## src/rtl/electronic_voting_machine.sv

```systemverilog
// Six-channel vote tally: five candidates plus NOTA, one saturating counter per channel.
// Optional build macro EVM_INPUT_SYNC_EN adds a two-flop synchronizer on each button.
module electronic_voting_machine #(
    parameter int CNT_W = 10
) (
    input  logic             CLK,
    input  logic             CLEAR,
    input  logic             P1,
    input  logic             P2,
    input  logic             P3,
    input  logic             P4,
    input  logic             P5,
    input  logic             NOTA,
    output logic [CNT_W-1:0] P1_VOTES,
    output logic [CNT_W-1:0] P2_VOTES,
    output logic [CNT_W-1:0] P3_VOTES,
    output logic [CNT_W-1:0] P4_VOTES,
    output logic [CNT_W-1:0] P5_VOTES,
    output logic [CNT_W-1:0] NOTA_VOTES
);

    localparam int NCH = 6;

    logic [NCH-1:0]   buttons;
    logic [NCH-1:0]   sampled;
    logic [NCH-1:0]   prev;
    logic [NCH-1:0]   rise;
    logic             accept;
    logic [CNT_W-1:0] tally [NCH];

    assign buttons = {NOTA, P5, P4, P3, P2, P1};

`ifdef EVM_INPUT_SYNC_EN
    logic [NCH-1:0] sync_1;
    logic [NCH-1:0] sync_2;

    always_ff @(posedge CLK) begin
        if (CLEAR) begin
            sync_1 <= '0;
            sync_2 <= '0;
        end else begin
            sync_1 <= buttons;
            sync_2 <= sync_1;
        end
    end

    assign sampled = sync_2;
`else
    assign sampled = buttons;
`endif

    // prev also loads during CLEAR, so a button held through CLEAR is not seen as a rise.
    always_ff @(posedge CLK) begin
        prev <= sampled;
    end

    // A vote is valid only when the single active button is also the one that just rose.
    always_comb begin
        rise   = sampled & ~prev;
        accept = $onehot(sampled) && (rise == sampled);
    end

    for (genvar i = 0; i < NCH; i++) begin : g_ch
        always_ff @(posedge CLK) begin
            if (CLEAR) begin
                tally[i] <= '0;
            end else if (accept && rise[i] && (tally[i] != {CNT_W{1'b1}})) begin
                tally[i] <= tally[i] + 1'b1;
            end
        end
    end

    assign P1_VOTES   = tally[0];
    assign P2_VOTES   = tally[1];
    assign P3_VOTES   = tally[2];
    assign P4_VOTES   = tally[3];
    assign P5_VOTES   = tally[4];
    assign NOTA_VOTES = tally[5];

endmodule

```

## config.mk

```make
export PLATFORM = sky130hd
export DESIGN_NAME = electronic_voting_machine
export DESIGN_NICKNAME = d
export VERILOG_FILES = /design/src/rtl/electronic_voting_machine.sv
export SDC_FILE = /design/constraint.sdc
export NUM_CORES = 1
export LEC_CHECK = 0
export CORE_MARGIN = 1.5
export CORE_UTILIZATION = 58
export CTS_BUF_LIST = sky130_fd_sc_hd__clkbuf_4 sky130_fd_sc_hd__clkbuf_8
export CTS_CLUSTER_SIZE = 14
export DETAILED_ROUTE_END_ITERATION = 12
export GPL_ROUTABILITY_DRIVEN = 0
export PLACE_DENSITY = 0.88
export SLEW_MARGIN = 10
export SYNTH_ARGS = -nofsm -noshare
export SYNTH_HDL_FRONTEND = slang
export SYNTH_SLANG_ARGS = --single-unit
```

## constraint.sdc

```tcl
create_clock -name CLK -period 8.3 [get_ports CLK]
set_input_delay 1.245 -clock CLK [delete_from_list [all_inputs] [get_ports CLK]]
set_output_delay 1.245 -clock CLK [all_outputs]
set_load 0.05 [all_outputs]
```

==> reports/qor.yml, run 1 <==
die_w_um: 81.5
drv_slew: 0
clk_pin_slew_ns: 0.07
cts_tree: "done"
critPathMaxFanout: 10
slowest_stage: "or3_1"
synthArstFlopShare_pct: 0
cts_root_buf: "clkbuf_8"
grt_start_max_net_pins: 12
path_buf_inv: 3
synth_edf_count: 60
critPathTopFamily: "adder cells"
worst_pin_slew_ns: 0.590
synth_cell_types: 35
ff2ff_setup_slack_ns: 6.21
syn_nets: 331
fin_crit_sh_pct: 57.2
rows: 28
synthCells: 313
status: "completed"
netSwitchingFraction_pct: 27.2
clock_skew_ns: 0.00737
yosysSeqAreaShare_pct: 53.7
avgSynthCellArea_um2: 11.4
wirelength_mm: 7.24
antenna_cells: 0
dp_hpwl_mm: 5.12
final_hold_viol_count: 0
rsz0062_at_grt: "no"
grt_pass1_wl_mm: 11.7
initial_core_util_pct: 60.4
crit_chain: "clkdlybuf4s50_1, inv_1, fa_1, fa_1, inv_1, ha_1, fa_1, nor3b_2, nand4_1, or3_1, nor2_2"
grt_pass1_vias: 2484
max_stage_delay_ns: 0.66
port_buffers: 67
grt.overflow.total: 0
fin_tns_setup_ns: 0
avgViaCountPerCell: 5.47
slew_headroom_pct: 60.7
nNetsFinal: 407
synth_seq_cells: 66
crit_type: "input pin to flop"
start_kind: "input pin"
io_pins: 68
cts_buffer_depth: 2
track_usage_pct: 23.8
fp.dieArea_um2: 6650
cts_sinks: 66
drtPass1Iterations: 4
switching_power_uw: 218
arrival_ns: 4.95
hold_class: "flop to flop"
coreArea_um2: 5920
syn_to_final_growth_pct: 26.5
worst_ir_drop_vdd_mv: 0.104
cts_setup_buffers: 0
fin_hold_ws_ns: 0.631
fin_util_pct: 76.4
layout.cells.non_filler: 469
setup_viol_count_final: 0
fmax_ghz: 0.210
vias: 2564
post_cts_resized: 0
clockPowerShare_pct: 36.1
die-height_um: 81.5
ys.flop_type: "edfxtp_1"
required_ns: 8.50
num-fill-cells: 395
p_leak_nw: 1.55
cts_buffers: 9
synth_warnings: 0
antenna_found_initial: 0
clk_latency_ns: 0.35
post-route-drc-count: 0
dpl.cell_count: 453
layout-drive-gt1-share_pct: 15.2
end_kind: "flop"
cts_hold_buf: 0
power_density_nw_per_um2: 177
htreeDepth: 3
drv_cap: 0
ant_nets: 0
worst_path_most_repeated_cell: "fa_1"
avgRoutedWirePerCell_um: 15.4
period_minus_slack_ns: 4.75
cellInternalPower_uw: 583
combPwrFrac_pct: 14.6
syn_area_um2: 3580
drtIter0Drc: 201
seqPwrFrac_pct: 49.2
## power groups by stage
stage                     clock (mW)  sequential (mW)  combinational [mW]
final                          0.289            0.394               0.117
after global routing           0.308            0.396               0.125
after CTS                      0.289            0.394               0.118
after detailed placement           0            0.401               0.117
after global placement             0            0.400               0.114
after floorplan                    0            0.441              0.0353
## synth_stat cells, drive strengths merged (4+ instances only)
library cell  instances  area [um^2]
edfxtp               60         1800
nor2                 57          292
xnor2                24          210
xor2                 23          201
nand3                22          110
nand2                20         75.1
inv                  19         71.3
nor3                 18          126
nand4                14         87.6
ha                    7         87.6
dfxtp                 6          120
and3                  5         31.3
and4                  5         43.8
buf                   5         46.3
or3                   4         25.0
## layer usage
metal  GRT usage [%]  routed length, um
met3            7.44                390
met5               0                  0
met1            30.2               3190
met4            6.90                 73
met2            39.1               3590
## registers in the layout (all words and copies together) (netlist names)
name and cells:
tally 60, prev 6
## worst paths after layout
check / from / endpoint / cells past startpoint
worst max-delay path: P1 / tally[3][3] / 11
worst min-delay path: tally[3][0] / tally[3][0] / 1
worst max register to register: tally[1][0] / tally[1][8] / 5
worst min register to register: tally[3][0] / tally[3][0] / 1
## kinds of logic (layout without fill, tap and decap cells)
| family | after synthesis | after routing | share of synthesized area, % |
|---|---|---|---|
| adders and majority gates | 10 | 10 | 4.13 |
| DFF | 66 | 66 | 53.7 |
| xor gates and xnor gates | 47 | 47 | 11.5 |
| and+or+nand+nor | 153 | 153 | 24.1 |
| buffers and inverters | 25 | 106 | 3.39 |
| AOI/OAI and AO/OA | 12 | 12 | 3.15 |
## final cells by class
type | instances | area (um^2) | share of cell area [%]
inverters | 20 | 75.1 | 1.66
repair buffers | 70 | 693 | 15.3
clock buffers | 9 | 124 | 2.74
clock inverters | 7 | 83.8 | 1.85
well taps | 75 | 93.8 | 2.07
flip-flops and latches | 66 | 1920 | 42.5
multi-input cells | 222 | 1530 | 33.9
## through the flow
stage	setup slack [ns]	instance area (um^2)	power (mW)
global route	3.39	4520	0.829
floorplan	3.80	3580	0.477
global placement	3.33	4320	0.514
finish	3.55	4520	0.801
CTS	3.55	4520	0.801
detailed placement	3.22	4320	0.518
## cells in the final DEF, fill, tap and decap left out, drive strengths merged, types with 2 or more instances in the layout
cell type,netlist,layout
o311ai,3,3
dfxtp,6,6
nor3b,2,2
edfxtp,60,60
bufinv,0,2
nor2,57,57
xor2,23,23
or2,2,2
o21ai,3,3
nand2,20,20
clkbuf,0,9
inv,19,19
and3,5,5
a41oi,2,2
ha,7,7
clkdlybuf4s50,0,67
nand4,14,14
or3,4,4
fa,3,3
clkinv,1,6
buf,5,3
and4,5,5
nor2b,2,2
nor3,18,18
a22oi,3,3
nand2b,2,2
nand3,22,22
xnor2,24,24
Note: power is estimated with default switching activity, not from simulation.
==> inputs of run 2 (changes only) <==
--- a/config.mk
+++ b/config.mk
@@ -6,12 +6,12 @@
 export NUM_CORES = 1
 export LEC_CHECK = 0
 export CORE_MARGIN = 1.5
-export CORE_UTILIZATION = 58
+export CORE_UTILIZATION = 49
 export CTS_BUF_LIST = sky130_fd_sc_hd__clkbuf_4 sky130_fd_sc_hd__clkbuf_8
 export CTS_CLUSTER_SIZE = 14
 export DETAILED_ROUTE_END_ITERATION = 12
 export GPL_ROUTABILITY_DRIVEN = 0
-export PLACE_DENSITY = 0.88
+export PLACE_DENSITY = 0.79
 export SLEW_MARGIN = 10
 export SYNTH_ARGS = -nofsm -noshare
 export SYNTH_HDL_FRONTEND = slang
==> constraint.sdc (replaced) <==
create_clock -name CLK -period 3.8 [get_ports CLK]
set_input_delay 0.57 -clock CLK [delete_from_list [all_inputs] [get_ports CLK]]
set_output_delay 0.57 -clock CLK [all_outputs]
set_load 0.05 [all_outputs]
==> run 2 against run 1 <==
Die area rose by 18%. Clock-buffer cell count rose by 4. First-iteration DRC count fell by 46%. Wire length fell by 3.4%.
==> reports/qor.yml, run 2 (synthesized netlist as in run 1, its figures left out) <==
p_leak_nw: 1.65
vias: 2580
fp.dieArea_um2: 7820
antenna_found_initial: 0
clk_latency_ns: 0.33
antenna_cells: 0
cts_hold_buf: 0
drv_cap: 0
cts_buffers: 9
worst_path_most_repeated_cell: "fa_1"
required_ns: 4.00
power_density_nw_per_um2: 364
post-route-drc-count: 0
multi_input_area_um2: 1540
grtUsageMet2_pct: 29.6
critPathMaxFanout: 10
slowest_stage: "fa_1"
slew_headroom_pct: 65.7
dp_hpwl_mm: 4.99
fin_crit_sh_pct: 90.9
combPwrFrac_pct: 15.7
cts_buffer_depth: 2
worst_ir_drop_vdd_mv: 0.221
gr-usage-met3_pct: 3.54
final_cell_mix: "clkdlybuf4s50_1, edfxtp_1, nor2_1, nor2_2, xnor2_1"
switching_power_uw: 458
place_area_um2: 4480
grt.overflow.total: 0
grt_start_max_net_pins: 11
drv_slew: 0
io_pins: 68
max_stage_delay_ns: 0.50
crit_chain: "dlymetal6s2s_1, inv_1, fa_1, fa_1, inv_1, ha_1, fa_1, nor3b_2, nand4_1, or3_4, buf_8, nor2_2"
die-height_um: 88.4
htreeDepth: 3
hold_class: "input pin to flop"
avgViaCountPerCell: 5.13
initial_core_util_pct: 51.8
hold_depth: 2
grt_pass1_wl_mm: 11.4
cts_tree: "done"
clockPowerShare_pct: 34.0
wirelength_mm: 7.00
rows: 30
setup_viol_count_final: 0
nNetsFinal: 420
fin_area_um2: 4700
final_hold_viol_count: 0
cts_sinks: 66
drtIter0Drc: 108
port_buffers: 67
layout-drive-gt1-share_pct: 18.4
seqPwrFrac_pct: 50.3
coreArea_um2: 6910
layout_commonest_cell: "clkdlybuf4s50_1"
worst_pin_slew_ns: 0.513
ff2ff_setup_slack_ns: 1.84
avgRoutedWirePerCell_um: 13.9
gr-usage-met1_pct: 25.6
syn_to_final_growth_pct: 31.3
drtPass1Iterations: 4
crit_type: "input pin to flop"
num-fill-cells: 561
dpl.cell_count: 487
seq_area_um2: 1920
largest_reg_flops: 60
ant_nets: 0
largestRegisters: "tally: 60 flops, prev: 6 flops"
clk_pin_slew_ns: 0.07
track_usage_pct: 18.9
period_minus_slack_ns: 3.45
netSwitchingFraction_pct: 26.8
cts_root_buf: "clkbuf_8"
status: "completed"
r2r_cells: 6
grt_busiest_layer: "met2"
top_register: "tally"
grt_pass1_vias: 2490
start_kind: "input pin"
die_w_um: 88.4
layout.cells.non_filler: 503
arrival_ns: 3.65
fmax_ghz: 0.290
clock_skew_ns: 0.00346
rsz0062_at_grt: "no"
end_kind: "flop"
cellInternalPower_mw: 1.25
-- run 2: changes by cell type in the layout (fill, tap and decap cells not counted), moves of 2 or more --
| cell | previous run | this run |
|---|---|---|
| dlymetal6s2s_1 | 0 | 3 |
| clkdlybuf4s50_1 | 67 | 64 |
| clkinv_2 | 4 | 2 |
| buf_12 | 0 | 3 |
| buf_4 | 3 | 11 |
| clkbuf_4 | 0 | 4 |
-- run 2: critical path, delay by kind of cell --
kind | cells | cell delay (ns)
fa+ha+maj | 4 | 1.67
buf+inv | 4 | 0.39
simple gates | 4 | 1.03
-- run 2: final cells by class --
type	instances	share of cell area, %
sequential	66	40.9
clock inverter	3	0.853
multi-input combinational	222	32.7
tap	96	2.56
inverter	20	1.60
clock buffer	13	3.28
timing repair buffer	83	18.0
-- run 2: power groups by stage --
stage                     logic (mW)  registers (mW)  clock network (mW)
after floorplan               0.0770           0.964                   0
after global placement         0.263           0.874                   0
after detailed placement       0.266           0.875                   0
after CTS                      0.270           0.860               0.596
after global routing           0.285           0.864               0.623
final                          0.268           0.860               0.582
-- run 2: worst paths after layout --
path,from,endpoint
max,P1,tally[0][4]
max reg2reg,tally[5][0],tally[5][2]
min,P2,prev[1]
min reg2reg,tally[0][0],tally[0][0]
-- run 2: metal layers --
metal | share of wire (%) | wire length (um) | up-vias
met5 | 0 | 0 | -
met4 | 1.4 | 101 | 0
met3 | 3.3 | 228 | 9
met2 | 48 | 3340 | 52
met1 | 48 | 3330 | 1231
li1 | - | - | 1288
-- run 2: repair_timing --
| item | CTS | global route |
|---|---|---|
| resized for setup | 0 | 7 |
| buffers inserted | 0 | 0 |
| pin swaps | 1 | 6 |
| setup endpoints to repair | 2 | 104 |
-- run 2: metrics by stage --
step	total power, mW	util (%)	worst slack [ns]	hold WS (ns)	setup TNS, ns
2_1_floorplan	1.04	-	-0.0230	0.598	-0.689
3_3_place_gp	1.14	64.8	-0.289	0.620	-23.01
3_5_place_dp	1.14	64.8	-0.331	0.625	-27.57
4_1_cts	1.73	67.6	0.000213	0.639	0
5_1_grt	1.77	68.0	0.211	0.537	0
6_report	1.71	68.0	0.347	0.521	0
